File: src/rtl/vga_framebuffer_scanout.sv
// Purpose: scans the 32x30-cell video memory out as 640x480@60 VGA, fetching ahead of the beam.
// Latency: read address is combinational from the counters; sync and colour pins follow one pixel tick later.
// Backpressure: none; iEnable low freezes the scan, holds the syncs and blanks RGB.
module vga_framebuffer_scanout #(
    parameter int H_ACTIVE     = 640,
    parameter int H_FP         = 16,
    parameter int H_SYNC       = 96,
    parameter int H_BP         = 48,
    parameter int V_ACTIVE     = 480,
    parameter int V_FP         = 10,
    parameter int V_SYNC       = 2,
    parameter int V_BP         = 33,
    parameter int CLK_DIV      = 2,
    parameter int COLOR_W      = 3,
    parameter int ADDR_W       = 10,
    parameter int CELL_SHIFT_X = 5,
    parameter int CELL_SHIFT_Y = 4
) (
    input  logic               Clock,
    input  logic               Reset,
    input  logic               iEnable,
    input  logic [COLOR_W-1:0] iPixel,
    output logic [ADDR_W-1:0]  oReadAddress,
    output logic               oReadEnable,
    output logic               oHorizontalSync,
    output logic               oVerticalSync,
    output logic               oRed,
    output logic               oGreen,
    output logic               oBlue,
    output logic [9:0]         oColumnCount,
    output logic [9:0]         oRowCount,
    output logic               oFrameStart,
    output logic               oVBlank
);

    localparam int H_TOTAL = H_ACTIVE + H_FP + H_SYNC + H_BP;
    localparam int V_TOTAL = V_ACTIVE + V_FP + V_SYNC + V_BP;
    localparam int DIV_W   = (CLK_DIV > 2) ? $clog2(CLK_DIV) : 1;

    localparam logic [DIV_W-1:0] DIV_LAST = DIV_W'(CLK_DIV - 1);

    localparam logic [9:0] H_ACT        = 10'(H_ACTIVE);
    localparam logic [9:0] H_SYNC_START = 10'(H_ACTIVE + H_FP);
    localparam logic [9:0] H_SYNC_END   = 10'(H_ACTIVE + H_FP + H_SYNC);
    localparam logic [9:0] H_LAST       = 10'(H_TOTAL - 1);
    localparam logic [9:0] V_ACT        = 10'(V_ACTIVE);
    localparam logic [9:0] V_SYNC_START = 10'(V_ACTIVE + V_FP);
    localparam logic [9:0] V_SYNC_END   = 10'(V_ACTIVE + V_FP + V_SYNC);
    localparam logic [9:0] V_LAST       = 10'(V_TOTAL - 1);

    // Everything that reaches the VGA connector, registered together so it can never skew.
    typedef struct packed {
        logic hsyncN;
        logic vsyncN;
        logic red;
        logic green;
        logic blue;
    } pinStage_t;

    localparam pinStage_t PINS_IDLE = '{hsyncN: 1'b1, vsyncN: 1'b1, red: 1'b0, green: 1'b0, blue: 1'b0};

    logic [DIV_W-1:0] divCount;
    logic             tick;
    logic [9:0]       colCount;
    logic [9:0]       rowCount;
    logic [9:0]       rowNext;
    logic             colWrap;
    logic             rowWrap;
    logic             active;
    logic [9:0]       cellAddr;
    pinStage_t        pins;
    logic             frameStart;
    logic             vBlank;

    assign tick    = iEnable && (divCount == DIV_LAST);
    assign colWrap = (colCount == H_LAST);
    assign rowWrap = (rowCount == V_LAST);

    // Pixel-clock divider; parks wherever it is while the scan is frozen.
    always_ff @(posedge Clock or posedge Reset) begin
        if (Reset) begin
            divCount <= '0;
        end else if (iEnable) begin
            divCount <= (divCount == DIV_LAST) ? '0 : divCount + 1'b1;
        end
    end

    // Row value the counters will hold after the current tick.
    always_comb begin
        rowNext = rowCount;
        if (colWrap) begin
            rowNext = rowWrap ? 10'd0 : rowCount + 10'd1;
        end
    end

    // Beam position counters, one step per pixel tick.
    always_ff @(posedge Clock or posedge Reset) begin
        if (Reset) begin
            colCount <= '0;
            rowCount <= '0;
        end else if (tick) begin
            colCount <= colWrap ? 10'd0 : colCount + 10'd1;
            rowCount <= rowNext;
        end
    end

    // Stage 0: fetch address for the pixel under the counters; one memory word per 32x16 cell.
    assign active       = (colCount < H_ACT) && (rowCount < V_ACT);
    assign cellAddr     = {rowCount[CELL_SHIFT_Y+4:CELL_SHIFT_Y], colCount[CELL_SHIFT_X+4:CELL_SHIFT_X]};
    assign oReadAddress = ADDR_W'(cellAddr);
    assign oReadEnable  = active && !Reset;
    assign oColumnCount = colCount;
    assign oRowCount    = rowCount;

    // Stage 1: syncs and fetched colour for the same pixel land on the pins together.
    always_ff @(posedge Clock or posedge Reset) begin
        if (Reset) begin
            pins <= PINS_IDLE;
        end else if (tick) begin
            pins.hsyncN <= !((colCount >= H_SYNC_START) && (colCount < H_SYNC_END));
            pins.vsyncN <= !((rowCount >= V_SYNC_START) && (rowCount < V_SYNC_END));
            pins.red    <= active && iPixel[2];
            pins.green  <= active && iPixel[1];
            pins.blue   <= active && iPixel[0];
        end else if (!iEnable) begin
            pins.red    <= 1'b0;
            pins.green  <= 1'b0;
            pins.blue   <= 1'b0;
        end
    end

    // Frame-start pulse and vertical-blank flag, aligned with the counter values they describe.
    always_ff @(posedge Clock or posedge Reset) begin
        if (Reset) begin
            frameStart <= 1'b0;
            vBlank     <= 1'b0;
        end else begin
            frameStart <= tick && colWrap && rowWrap;
            if (tick) begin
                vBlank <= (rowNext >= V_ACT);
            end
        end
    end

    assign oHorizontalSync = pins.hsyncN;
    assign oVerticalSync   = pins.vsyncN;
    assign oRed            = pins.red;
    assign oGreen          = pins.green;
    assign oBlue           = pins.blue;
    assign oFrameStart     = frameStart;
    assign oVBlank         = vBlank;

endmodule
File: config.mk
export PLATFORM = sky130hd
export DESIGN_NAME = vga_framebuffer_scanout
export DESIGN_NICKNAME = d
export VERILOG_FILES = /design/src/rtl/vga_framebuffer_scanout.sv
export SDC_FILE = /design/constraint.sdc
export NUM_CORES = 1
export LEC_CHECK = 0
export CAP_MARGIN = 20
export CORE_UTILIZATION = 50
export DETAILED_ROUTE_END_ITERATION = 10
export PLACE_DENSITY = 0.84
export SKIP_CTS_REPAIR_TIMING = 1
export SLEW_MARGIN = 20
export SYNTH_ARGS = -nofsm -noshare
export SYNTH_HDL_FRONTEND = slang
export SYNTH_SLANG_ARGS = --single-unit
export TNS_END_PERCENT = 5
File: constraint.sdc
create_clock -name Clock -period 3 [get_ports Clock]
set_input_delay 0.6 -clock Clock [delete_from_list [all_inputs] [get_ports Clock]]
set_output_delay 0.6 -clock Clock [all_outputs]
set_load 0.01 [all_outputs]
==> results.toml, run 1 <==
[cells_and_area]
n_fill_cell = 223
final_layout_size_suffix_gt1_share_pct = 5.18
antenna_cells = 0
design_area_um2 = 1940
syn2layout_area_growth_pct = 27.5
multi_input_area_um2 = 687
utilization_pct = 69.0
nNetsFinal = 204
seq_area_um2 = 703

[critical_path]
cp_num_cells = 4
critPathSlowestCell = "clkdlybuf4s50_1"
crit_path_end_kind = "primary output"
cp_cell_sequence = "nand4_1 -> nand3_1 -> nor2_1 -> clkdlybuf4s50_1"
cp-start-kind = "flop"
required_ns = 2.40
setup.worst_path.start = "oRowCount[7]"
r2r_slack_ns = 0.89
ff2ff_path_depth = 5
path_max_fanout = 8
endpoint = "oReadEnable"
r2r_start = "oColumnCount[7]"
cpLargestDelayFamily = "buffers and inverters"
r2r-end = "oVBlank"
arrival_ns = 1.81
max_stage_delay_ns = 0.54
worst-path-buf-inv = 1
criticalPathCategory = "flop to primary output"

[placed_design]
gp_congestion = 0.846
io_buffers = 43
placed_area_um2 = 1900
place_hpwl_mm = 2.57
post-place-ws_ns = 0.598

[timing]
fmax_mhz = 414
worstMarginPinSlew_ns = 0.654
hold_viol_final = 0
fin_crit_sh_pct = 80.4
fin_skew_ns = 0.00509
rsz0062_at_grt = "no"
period_needed_ns = 2.41
slew_viol_final = 0
fin_ws_ns = 0.587
tns_ns = 0
relSlewSlack_pct = 56.0
finalSetupViolations = 0

[logic_synthesis]
synth_edf_count = 0
ys_seq_area_share_pct = 46.3
synth.distinct_cells = 37
post-synth-top-area-cell = "dfrtp_1"
synth_seq_cells = 28
synth_common_cells = "dfrtp_1 (26), o21ai_0 (13), nand2_1 (12)"
async_reset_ff_share_pct = 100
synth_warnings = 0
syn_avg_cell_area_um2 = 9.49
yosys.cell_count.top_type = "dfrtp_1"
synth_nets = 170
netlist.area_leader.share_pct = 42.8
ys.flop_type = "dfrtp_1"
syn-cell-area_um2 = 1520
syn_inst = 160
synthTopCellsByArea = "dfrtp_1 (43%), buf_4 (4.9%), o21ai_0 (4.3%)"

[global_route]
first_global_vias = 1285
grt_pass1_wl_mm = 5.84
track_usage_pct = 22.9
grt_max_degree = 29
grt_overflow_total = 0
grt_antenna_before_repair = 0

[route]
drtAntennaViolNets = 0
drc_errors = 7
routedWlPerCell_um = 15.4
viasPerCell = 5.88
dr_total_vias = 1317
detail_route.iter0.violations = 58
totalWireLength_mm = 3.44
first_pass_iters = 8

[clocking]
clock_path_buffers = 2
cts-root-buf = "clkbuf_4"
cts.clk_slew.worst_paths_ns = 0.15
cts_num_sinks = 28
clk-insertion-delay-late_ns = 0.32
cts_buffers = 3
cts_tree = "done"
htree_num_levels = 1

[die]
core_um2 = 2810
die_w_um = 57.1
pin_count = 44
initial_utilization_pct = 54.1
die_y_um = 57.1
die-area_um2 = 3260
rows = 19

[status]
status = "finished, violations left"
failed_checks = "design-rule violations"

[worst_hold_path]
hold_class = "flop to flop"
worst_hold_path.num_cells = 1

[job]
maxCapViolCount = 0

[power_and_ir_drop]
peakVddDrop_uv = 365
power_leakage_nw = 0.821
power_density_nw_per_um2 = 590
## registers in the layout, indices dropped and copies added, names as in the netlist
signal	cells
oGreen	1
oFrameStart	1
oRowCount	10
oColumnCount	10
oVBlank	1
oHorizontalSync	1
oBlue	1
oRed	1
oVerticalSync	1
divCount	1
## how the worst min path moves through the flow
stage / start / end / slack [ns]
after floorplan: divCount / divCount / 0.48
after detailed placement: oVerticalSync / oVerticalSync / 0.49
after global placement: oVerticalSync / oVerticalSync / 0.48
after global routing: oVerticalSync / oVerticalSync / 0.56
final: oBlue / oBlue / 0.53
after CTS: oBlue / oBlue / 0.53
## kinds of logic after synthesis
logic type / count (synthesis) / synth area share, %
buf+inv: 24 / 8.48
compound gates: 32 / 13.7
flops: 28 / 46.3
xor+xnor: 11 / 6.34
fa+ha+maj: 4 / 3.30
simple gates: 61 / 21.9
## cell usage in the layout, fill, tap and decap left out, types with 4 or more instances in the layout
cell and count:
clkdlybuf4s50_1 43, dfrtp_1 26, o21ai_0 13, nand2_1 12, nor2_1 11, inv_1 9
nand3_1 9, xor2_1 6, nand4_1 5, a22o_1 5, xnor2_1 5, and3_1 4
ha_1 4
## final cells by class
| class | instances | area share, % |
|---|---|---|
| flip-flops and latches | 28 | 36.3 |
| multi-input cells | 108 | 35.5 |
| repair buffers | 44 | 22.6 |
| clock buffers | 4 | 1.87 |
| inverters | 9 | 1.74 |
| well taps | 31 | 2.00 |
## report_power, final
group	internal, mW	switching, mW
Combinational	0.215	0.194
Clock	0.0742	0.109
Sequential	0.458	0.0919
Total	0.747	0.395
## metal layers
| layer | vias up | part of all wire, % | global-route usage, % |
|---|---|---|---|
| met3 | 10 | 5.7 | 2.95 |
| li1 | 624 | - | - |
| met2 | 62 | 50 | 39.2 |
| met4 | 0 | 2.0 | 8.71 |
| met5 | - | 0 | 0 |
| met1 | 621 | 42 | 29.8 |
## stage by stage
| stage | power, mW | hold WS, ns | instances |
|---|---|---|---|
| 6_report | 1.14 | 0.530 | 224 |
| 5_1_grt | 1.22 | 0.565 | 224 |
| 4_1_cts | 1.15 | 0.533 | 224 |
| 3_5_place_dp | 0.967 | 0.486 | 220 |
| 3_3_place_gp | 0.947 | 0.477 | 220 |
| 2_1_floorplan | 0.755 | 0.476 | 160 |
(Power assumes the default switching activity.)
==> run 2, diff against run 1 <==
--- a/config.mk
+++ b/config.mk
@@ -6,9 +6,9 @@
 export NUM_CORES = 1
 export LEC_CHECK = 0
 export CAP_MARGIN = 20
-export CORE_UTILIZATION = 50
+export CORE_UTILIZATION = 42
 export DETAILED_ROUTE_END_ITERATION = 10
-export PLACE_DENSITY = 0.84
+export PLACE_DENSITY = 0.75
 export SKIP_CTS_REPAIR_TIMING = 1
 export SLEW_MARGIN = 20
 export SYNTH_ARGS = -nofsm -noshare
==> constraint.sdc (replaced) <==
create_clock -name Clock -period 2.1 [get_ports Clock]
set_input_delay 0.42 -clock Clock [delete_from_list [all_inputs] [get_ports Clock]]
set_output_delay 0.42 -clock Clock [all_outputs]
set_load 0.01 [all_outputs]
==> results.toml, run 2 (synthesized netlist as in run 1, its figures left out) <==
[status]
status = "completed"

[route]
dr_total_vias = 1412
detail_route.iter0.violations = 50
first_pass_iters = 4
drc_errors = 0
drtAntennaViolNets = 0
routedWlPerCell_um = 14.6
totalWireLength_mm = 3.72
viasPerCell = 5.54

[global_route]
first_global_vias = 1399
track_usage_pct = 19.9
grt_antenna_before_repair = 0
grt_max_degree = 29
grt_pass1_wl_mm = 6.25
grt_overflow_total = 0

[placed_design]
place_hpwl_mm = 2.68
io_buffers = 43
place_inst = 248
gp_congestion = 0.840
post-place-ws_ns = 0.0729
placed_area_um2 = 2020

[timing]
relSlewSlack_pct = 71.2
rsz0062_at_grt = "no"
slew_viol_final = 0
worstMarginPinSlew_ns = 0.433
fin_skew_ns = 0.00573
finalSetupViolations = 0
fin_crit_sh_pct = 94.9
hold_viol_final = 0
fmax_mhz = 502
period_needed_ns = 1.99
fin_ws_ns = 0.107

[cells_and_area]
nNetsFinal = 220
antenna_cells = 0
final_cell_mix = "clkdlybuf4s50_1 (42), dfrtp_1 (22), buf_4 (17)"
final_cell_count_no_fill = 255
final_layout_size_suffix_gt1_share_pct = 15.3
layout_commonest_cell = "clkdlybuf4s50_1"
syn2layout_area_growth_pct = 38.8
design_area_um2 = 2110

[critical_path]
criticalPathCategory = "flop to flop"
crit_path_end_kind = "flop"
ff2ff_path_depth = 6
cp-start-kind = "flop"
required_ns = 2.32
path_max_fanout = 7
arrival_ns = 2.21

[power_and_ir_drop]
power_density_nw_per_um2 = 844
power_leakage_nw = 0.917
peakVddDrop_uv = 508

[die]
initial_utilization_pct = 44.8
die_w_um = 62.1
die_y_um = 62.1
rows = 21
pin_count = 44
die-area_um2 = 3860
core_um2 = 3390

[clocking]
clock_path_buffers = 2
clk-insertion-delay-late_ns = 0.32
cts_num_sinks = 28
cts_buffers = 3
htree_num_levels = 1
cts.clk_slew.worst_paths_ns = 0.16
cts-root-buf = "clkbuf_4"
cts_tree = "done"

[job]
maxCapViolCount = 0

[worst_hold_path]
hold_class = "input pin to asynchronous set/reset pin"
[run 2: final timing paths]
check	startpoint	to	slack, ns
min in group Clock	oVerticalSync	oVerticalSync	0.50
setup reg to reg	oColumnCount[8]	oVBlank	0.11
hold / removal	Reset	oGreen	0.47
max in group asynchronous	Reset	oVerticalSync	1.31
setup / recovery	oColumnCount[8]	oVBlank	0.11
hold reg to reg	oVerticalSync	oVerticalSync	0.50
[run 2: cell type report]
class | instances | area [um2]
Timing Repair Buffer | 60 | 561
Inverter | 9 | 33.8
Clock buffer | 3 | 22.5
Multi-Input combinational cell | 108 | 696
Fill cell | 273 | 1280
Sequential cell | 28 | 708
Tap cell | 46 | 57.6
Clock inverter | 1 | 30.0
[run 2: metrics by stage]
stage	hold slack, ns	power, mW	util, %	setup TNS (ns)
4_1_cts	0.479	1.78	61.1	-0.217
2_1_floorplan	0.476	1.08	-	0
3_3_place_gp	0.471	1.40	59.5	0
3_5_place_dp	0.483	1.42	59.5	0
5_1_grt	0.475	1.88	62.2	0
6_report	0.470	1.78	62.2	0
[run 2: worst max-delay path, cell delays in order, from the launching register on]
cell      delay, ns
dfrtp_2        0.41
buf_4          0.14
nand4b_1       0.15
or4_4          0.56
o31a_1         0.32
o21ai_1        0.19
o211ai_1       0.12
[run 2: metal layers]
| metal | share of wire [%] | vias to the layer above | track usage [%] |
|---|---|---|---|
| met2 | 51 | 49 | 34.9 |
| met4 | 0.40 | 0 | 5.81 |
| met1 | 44 | 707 | 25.2 |
| met5 | 0 | - | 0 |
| li1 | - | 654 | - |
| met3 | 3.8 | 2 | 2.94 |
[run 2: where the power goes]
group	total, mW	switching [mW]	internal, mW
Combinational	0.650	0.313	0.338
Clock	0.355	0.163	0.193
Sequential	0.775	0.118	0.656
==> run 3, diff against run 2 <==
--- a/config.mk
+++ b/config.mk
@@ -8,7 +8,7 @@
 export CAP_MARGIN = 20
 export CORE_UTILIZATION = 42
 export DETAILED_ROUTE_END_ITERATION = 10
-export PLACE_DENSITY = 0.75
+export PLACE_DENSITY_LB_ADDON = 0.2
 export SKIP_CTS_REPAIR_TIMING = 1
 export SLEW_MARGIN = 20
 export SYNTH_ARGS = -nofsm -noshare
==> results.toml, run 3 (synthesized netlist as in run 1, its figures left out) <==
[global_route]
grt_antenna_before_repair = 0
track_usage_pct = 20.5
first_global_vias = 1324
grt_overflow_total = 0
grt_pass1_wl_mm = 6.28
grt_max_degree = 29

[route]
drc_errors = 0
viasPerCell = 5.45
totalWireLength_mm = 3.67
detail_route.iter0.violations = 63
first_pass_iters = 4
routedWlPerCell_um = 14.6
dr_total_vias = 1367
drtAntennaViolNets = 0

[timing]
fmax_mhz = 507
period_needed_ns = 1.97
rsz0062_at_grt = "no"
fin_skew_ns = 0.0132
worstMarginPinSlew_ns = 0.615
finalSetupViolations = 0
hold_viol_final = 0
whs_ns = 0.460
slew_viol_final = 0
fin_crit_sh_pct = 93.9
relSlewSlack_pct = 58.6

[cells_and_area]
nNetsFinal = 216
final_cell_mix = "clkdlybuf4s50_1 (42), dfrtp_1 (23), buf_4 (13)"
layout_commonest_cell = "clkdlybuf4s50_1"
utilization_pct = 61.2
syn2layout_area_growth_pct = 36.7
final_cell_count_no_fill = 251
antenna_cells = 0
final_layout_size_suffix_gt1_share_pct = 13.2

[critical_path]
crit_path_end_kind = "flop"
required_ns = 2.34
max_stage_delay_ns = 0.49
cp-start-kind = "flop"
criticalPathCategory = "flop to flop"
worst-path-buf-inv = 0
cpLargestDelayFamily = "simple AND/OR/NAND/NOR gates"
cp_cell_sequence = "ha_1 -> nand3_1 -> or4_4 -> o31a_1 -> o21ai_2 -> o211ai_1"
arrival_ns = 2.22
critPathSlowestCell = "or4_4"
path_max_fanout = 7

[power_and_ir_drop]
power_density_nw_per_um2 = 847
peakVddDrop_uv = 506
power_leakage_nw = 0.898

[worst_hold_path]
hold_class = "input pin to asynchronous set/reset pin"

[die]
die_y_um = 62.1
core_um2 = 3390
die_w_um = 62.1
die-area_um2 = 3860
pin_count = 44
rows = 21
initial_utilization_pct = 44.8

[clocking]
clock_path_buffers = 2
cts-root-buf = "clkbuf_4"
cts.clk_slew.worst_paths_ns = 0.16
htree_num_levels = 1
cts_num_sinks = 28
cts_tree = "done"
clk-insertion-delay-late_ns = 0.34
cts_buffers = 3

[placed_design]
place_inst = 246
place_hpwl_mm = 2.65
gp_congestion = 0.841
io_buffers = 43

[job]
maxCapViolCount = 0

[status]
status = "completed"
## run 3: worst paths after layout
check                                      from              end  slack [ns]  cells after the start
worst min-delay path                      Reset            oBlue        0.46                      3
worst max-delay path            oColumnCount[0]          oVBlank        0.13                      6
min in group Clock                oVerticalSync    oVerticalSync        0.49                      2
worst max register to register  oColumnCount[0]          oVBlank        0.13                      6
worst min register to register    oVerticalSync    oVerticalSync        0.49                      2
max in group asynchronous                 Reset  oHorizontalSync        1.34                      3
## run 3: final cells by class
type / instances / area [um2]
Clock inverter: 1 / 30.0
Sequential cell: 28 / 707
Tap cell: 46 / 57.6
Inverter: 9 / 33.8
Multi-Input combinational cell: 108 / 694
Clock buffer: 3 / 22.5
Fill cell: 296 / 1310
Timing Repair Buffer: 56 / 531
## run 3: per-stage QoR
stage	TNS (ns)	worst slack (ns)	total power, mW	instance area, um2
2_1_floorplan	0	0.158	1.08	1520
3_3_place_gp	-0.0227	-0.0227	1.39	2000
3_5_place_dp	-0.00289	-0.00289	1.40	2000
4_1_cts	-0.192	-0.192	1.77	2050
5_1_grt	0	0.00251	1.87	2080
6_report	0	0.128	1.76	2080
## run 3: power by group
part | switching (mW) | leakage, nW | internal, mW
clock | 0.170 | 0.0279 | 0.193
combinational | 0.298 | 0.514 | 0.324
sequential | 0.118 | 0.356 | 0.654
## run 3: layer usage
| layer | routed length [um] | up-vias | GRT usage, % | part of all wire [%] |
|---|---|---|---|---|
| li1 | - | 646 | - | - |
| met1 | 1660 | 679 | 28.1 | 45 |
| met2 | 1830 | 36 | 33.5 | 50 |
| met3 | 130 | 6 | 2.57 | 3.5 |
| met4 | 48 | 0 | 6.98 | 1.3 |
| met5 | 0 | - | 0 | 0 |
## run 3: worst min-delay path, cell delays in order
cell	delay [ns]
clkdlybuf4s50_1	0.43
inv_1	0.06
buf_4	0.33
==> variant 1 (settings of run 2) <==
`ADDR_W`: 10 -> 8.
--- a/src/rtl/vga_framebuffer_scanout.sv
+++ b/src/rtl/vga_framebuffer_scanout.sv
@@ -14,3 +14,3 @@
     parameter int COLOR_W      = 3,
-    parameter int ADDR_W       = 10,
+    parameter int ADDR_W       = 8,
     parameter int CELL_SHIFT_X = 5,
Ports: changed (resized oReadAddress); port bits go from 44 to 42. The function was not compared with the original's and may differ.
==> variant 1 against run 2 <==
Clock skew increased by 0.0045 ns. Wire length fell by 3.0%. Via count fell by 1.6%. Total power is 7.7% lower. Sequential power decreased by 2%. Area after synthesis down 0.99%. Largest cell class unchanged. Non-clock buffer count is 4 higher. Worst hold slack better by 0.012 ns. Synthesized cell count fell by 1.3%. Worst setup slack got worse by 0.065 ns. Design area decreased by 0.24%. Count of clock-buffer cells in the layout is the same. Sequential cell count unchanged.
==> variant 1: results (changes against run 2) <==
Cell variety after synth = 37 (unchanged)
final WL = 3600 um (-3.0%)
Ys Warns = 0 (unchanged)
vias post-DR = 1390 (-1.6%)
post-detailed-placement half-perimeter wirelength = 2560 um (-4.6%)
Final GP Congestion = 0.820 (-2.4%)
leak pwr = 0.930 nW (+1.4%)
Seq/Total Area, Yosys = 46.8% (+0.46 points)
number of nets produced by synthesis = 168 (-1.2%)
top cells by instance count after synthesis = sky130_fd_sc_hd__dfrtp_1, sky130_fd_sc_hd__o21ai_0, sky130_fd_sc_hd__nand2_1, sky130_fd_sc_hd__nor2_1
predominant post-synthesis flop cell = sky130_fd_sc_hd__dfrtp_1
total global-route track usage = 19.6% (-0.32 points)
clock latency on the worst-skew pair = 0.33 ns
worst relative slew slack = 71.3% (+0.11 points)
number of global-route vias before repair = 1287 (-8.0%)
iteration-0 DRC count of the detailed router = 97 (+94%)
Max Root-Sink Buffers = 2 (unchanged)
Crit path arrival time = 2.27 ns (+0.06 ns)
Synth async-reset ratio = 100% (unchanged)
run status = finished clean
path class of the lowest-slack min-delay path = input port to asynchronous set/reset pin
iteration count of the initial detailed-routing pass = 4 (unchanged)
fraction of final layout cells sized beyond drive strength 1 = 17.5% (+2.1 points)
leading cell types by total area after synthesis = sky130_fd_sc_hd__dfrtp_1, sky130_fd_sc_hd__o21ai_0, sky130_fd_sc_hd__buf_4, sky130_fd_sc_hd__dfstp_2, sky130_fd_sc_hd__xor2_1
final layout net count = 224 (+1.8%)
initial antenna violation count = 0 (unchanged)
maximum fanout encountered on the critical timing path = 7 (unchanged)
CTS H-tree depth = 1 (unchanged)
first-pass GRT wire length = 5550 um (-11%)
Clk Tree Root Cell = sky130_fd_sc_hd__clkbuf_4
clock transition at the registers of the reported paths = 0.15 ns
count of buffers inserted at the top-level ports = 41 (-4.7%)
Inserted Diodes = 0 (unchanged)
maximum vdd ir drop = 0.000533 V (+4.9%)
pre-CTS WS = 0.0661 ns (-0.00677 ns)
cts bufs inserted = 3 (unchanged)
worst clock skew = 0.0102 ns (+0.00450 ns)
largest net degree at the start of global routing = 29 (unchanged)
==> variant 1: path summary, 6_finish.rpt <==
check / endpoint / depth (start not counted) / start / slack, ns
hold reg to reg: oVerticalSync / 2 / oVerticalSync / 0.49
hold / removal: oRowCount[8] / 3 / Reset / 0.48
max in group asynchronous: oVerticalSync / 3 / Reset / 1.31
setup / recovery: oVBlank / 6 / oColumnCount[7] / 0.04
setup reg to reg: oVBlank / 6 / oColumnCount[7] / 0.04
min in group Clock: oVerticalSync / 2 / oVerticalSync / 0.49
==> variant 1: critical path: stages (launching register included) <==
cell,delay [ns]
sky130_fd_sc_hd__dfrtp_1,0.41
sky130_fd_sc_hd__buf_4,0.14
sky130_fd_sc_hd__nand4b_1,0.19
sky130_fd_sc_hd__or4_4,0.56
sky130_fd_sc_hd__o31a_1,0.32
sky130_fd_sc_hd__o21ai_1,0.20
sky130_fd_sc_hd__o211ai_1,0.11
==> variant 1: per-layer routing <==
layer  up-vias  share of wire [%]  track usage [%]
li1        665                  -                -
met1       668                 45             25.3
met2        51                 50             33.0
met3         6                3.4             2.90
met4         0                1.6             7.62
met5         -                  0                0
==> variant 1: cell type report <==
| class | instances | area (um^2) |
|---|---|---|
| repair buffers | 64 | 586 |
| fillers | 295 | 1290 |
| flip-flops and latches | 28 | 708 |
| clock buffers | 3 | 22.5 |
| well taps | 46 | 57.6 |
| inverters | 9 | 33.8 |
| multi-input cells | 108 | 696 |
==> variant 1: through the flow <==
step | instance area (um^2) | std cells
detailed placement | 2000 | 246
global route | 2100 | 258
global placement | 2000 | 246
floorplan | 1500 | 158
CTS | 2020 | 249
finish | 2100 | 258
==> variant 1: power by group <==
group | total (mW) | switching [mW] | internal, mW
Combinational | 0.658 | 0.311 | 0.347
Sequential | 0.763 | 0.106 | 0.657
Clock | 0.222 | 0.155 | 0.0673
==> variant 1: logic make-up (layout without fill, tap and decap cells) <==
logic type	after synthesis	count (layout)	synth area share (%)
adder cells (fa/ha/maj)	4	4	3.33
AND/OR/NAND/NOR	61	61	22.1
AO/OA/AOI/OAI	32	32	13.8
buffers and inverters	22	76	7.57
XOR/XNOR	11	11	6.41
flip-flops	28	28	46.8
==> variant 2 (settings of run 2) <==
Made on the original files. Put one more register stage on the output `oColumnCount`, with the module's reset. The value now appears one clock later. The other outputs are not delayed to match.
--- a/src/rtl/vga_framebuffer_scanout.sv
+++ b/src/rtl/vga_framebuffer_scanout.sv
@@ -111,3 +111,9 @@
     assign oReadEnable  = active && !Reset;
-    assign oColumnCount = colCount;
+    always_ff @(posedge Clock or posedge Reset) begin
+        if (Reset) begin
+            oColumnCount <= '0;
+        end else begin
+            oColumnCount <= colCount;
+        end
+    end
     assign oRowCount    = rowCount;
Behaviour: not the same (a bounded check fails within 4 cycles, from zero or initial values and one cycle with Reset high).
==> variant 2 against run 2 <==
Wire length grew 7.9%. Synthesized cell count rose by 11%. Worst setup slack got worse by 0.060 ns. Design area grew 20%. Area after synthesis rose by 17%. Utilization is 0.50 points higher. Maximum frequency fell by 2.9%. Die area rose by 17%. Via count rose by 5.2%. Sequential cell count up 10. Total power is 30% higher. Worst hold slack got worse by 0.0073 ns. Critical endpoint unchanged. Largest cell class unchanged.
==> variant 2: results (changes against run 2) <==
leading cell types by total area after synthesis = sky130_fd_sc_hd__dfrtp_1, sky130_fd_sc_hd__nand2_1, sky130_fd_sc_hd__buf_4, sky130_fd_sc_hd__o21ai_0, sky130_fd_sc_hd__nand3_1
total global-route track usage = 19.0% (-0.92 points)
maximum fanout encountered on the critical timing path = 4 (-3)
leak pwr = 1.08 nW (+17%)
run status = finished clean
final layout net count = 247 (+12%)
fraction of final layout cells sized beyond drive strength 1 = 17.2% (+1.9 points)
Ys Warns = 0 (unchanged)
path class of the lowest-slack min-delay path = register to register
Cell variety after synth = 34 (-8.1%)
routed wirelength normalized by instance count = 13.9 um (-4.5%)
number of cells in the design after placement = 276 (+11%)
clock latency on the worst-skew pair = 0.30 ns (-0.02 ns)
CTS H-tree depth = 2 (+1)
first element of the critical path = colCount[1]
instance count of the mapped netlist = 177 (+11%)
post-detailed-route via-to-cell ratio = 5.16 (-6.8%)
clock transition at the registers of the reported paths = 0.08 ns (-0.08 ns)
largest net degree at the start of global routing = 39 (+34%)
number of global-route vias before repair = 1265 (-9.6%)
Seq/Total Area, Yosys = 53.4% (+7.1 points)
Crit path arrival time = 2.24 ns (+0.03 ns)
Final GP Congestion = 0.844 (+0.51%)
vias post-DR = 1486 (+5.2%)
iteration-0 DRC count of the detailed router = 115 (+130%)
cts bufs inserted = 5 (+2)
first-pass GRT wire length = 6100 um (-2.4%)
worst clock skew = 0.0106 ns (+0.00484 ns)
maximum vdd ir drop = 0.000478 V (-6.0%)
number of nets produced by synthesis = 187 (+10%)
==> variant 2: stage by stage <==
| step | setup WS, ns | cell area [um^2] | TNS (ns) |
|---|---|---|---|
| after floorplan | 0.138 | 1780 | 0 |
| after global placement | 0.115 | 2340 | 0 |
| after detailed placement | 0.0682 | 2340 | 0 |
| after CTS | -0.0247 | 2490 | -0.0247 |
| after global routing | -0.0311 | 2530 | -0.0537 |
| final | 0.0473 | 2530 | 0 |
==> variant 2: final cells by class <==
type | count | area [um^2]
fill | 335 | 1500
clock buffer | 6 | 82.6
tap | 50 | 62.6
inverter | 7 | 26.3
clock inverter | 2 | 60.1
multi-input combinational | 119 | 722
sequential | 38 | 955
timing repair buffer | 66 | 618
==> variant 2: cells by family (layout without fill, tap and decap cells) <==
kind of cell               count (synthesis)  after routing  share of synthesized area (%)
and+or+nand+nor                           74             74                           21.3
DFF                                       38             38                           53.4
AOI/OAI and AO/OA                         29             29                           10.2
buffers and inverters                     20             81                           6.38
xor gates and xnor gates                  12             12                           5.89
adders and majority gates                  4              4                           2.81
==> variant 2: final timing paths <==
kind | slack, ns | depth (start not counted) | endpoint
max | 0.05 | 6 | oVBlank
max in group asynchronous | 1.34 | 3 | oHorizontalSync
min reg2reg | 0.46 | 0 | oColumnCount[3]
min in group asynchronous | 0.51 | 3 | oRowCount[0]
max reg2reg | 0.05 | 6 | oVBlank
min | 0.46 | 0 | oColumnCount[3]
==> variant 2: worst max-delay path, stage by stage (launching register included) <==
cell and delay [ns]:
sky130_fd_sc_hd__dfrtp_1 0.39, sky130_fd_sc_hd__ha_2 0.21, sky130_fd_sc_hd__nand4bb_2 0.14, sky130_fd_sc_hd__or4_4 0.54
sky130_fd_sc_hd__or2_1 0.27, sky130_fd_sc_hd__xor2_1 0.15, sky130_fd_sc_hd__o311ai_1 0.25
==> variant 2: report_power, final <==
group          switching [mW]  internal [mW]
registers              0.0840          0.867
clock network           0.265          0.507
logic                   0.280          0.308
==> variant 2: per-layer routing <==
metal  share of wire, %  global-route usage, %  vias up
li1                   -                      -      729
met1                 48                   26.3      698
met2                 44                   27.0       51
met3                5.0                   4.22        8
met4                2.2                   11.2        0
met5                  0                      0        -
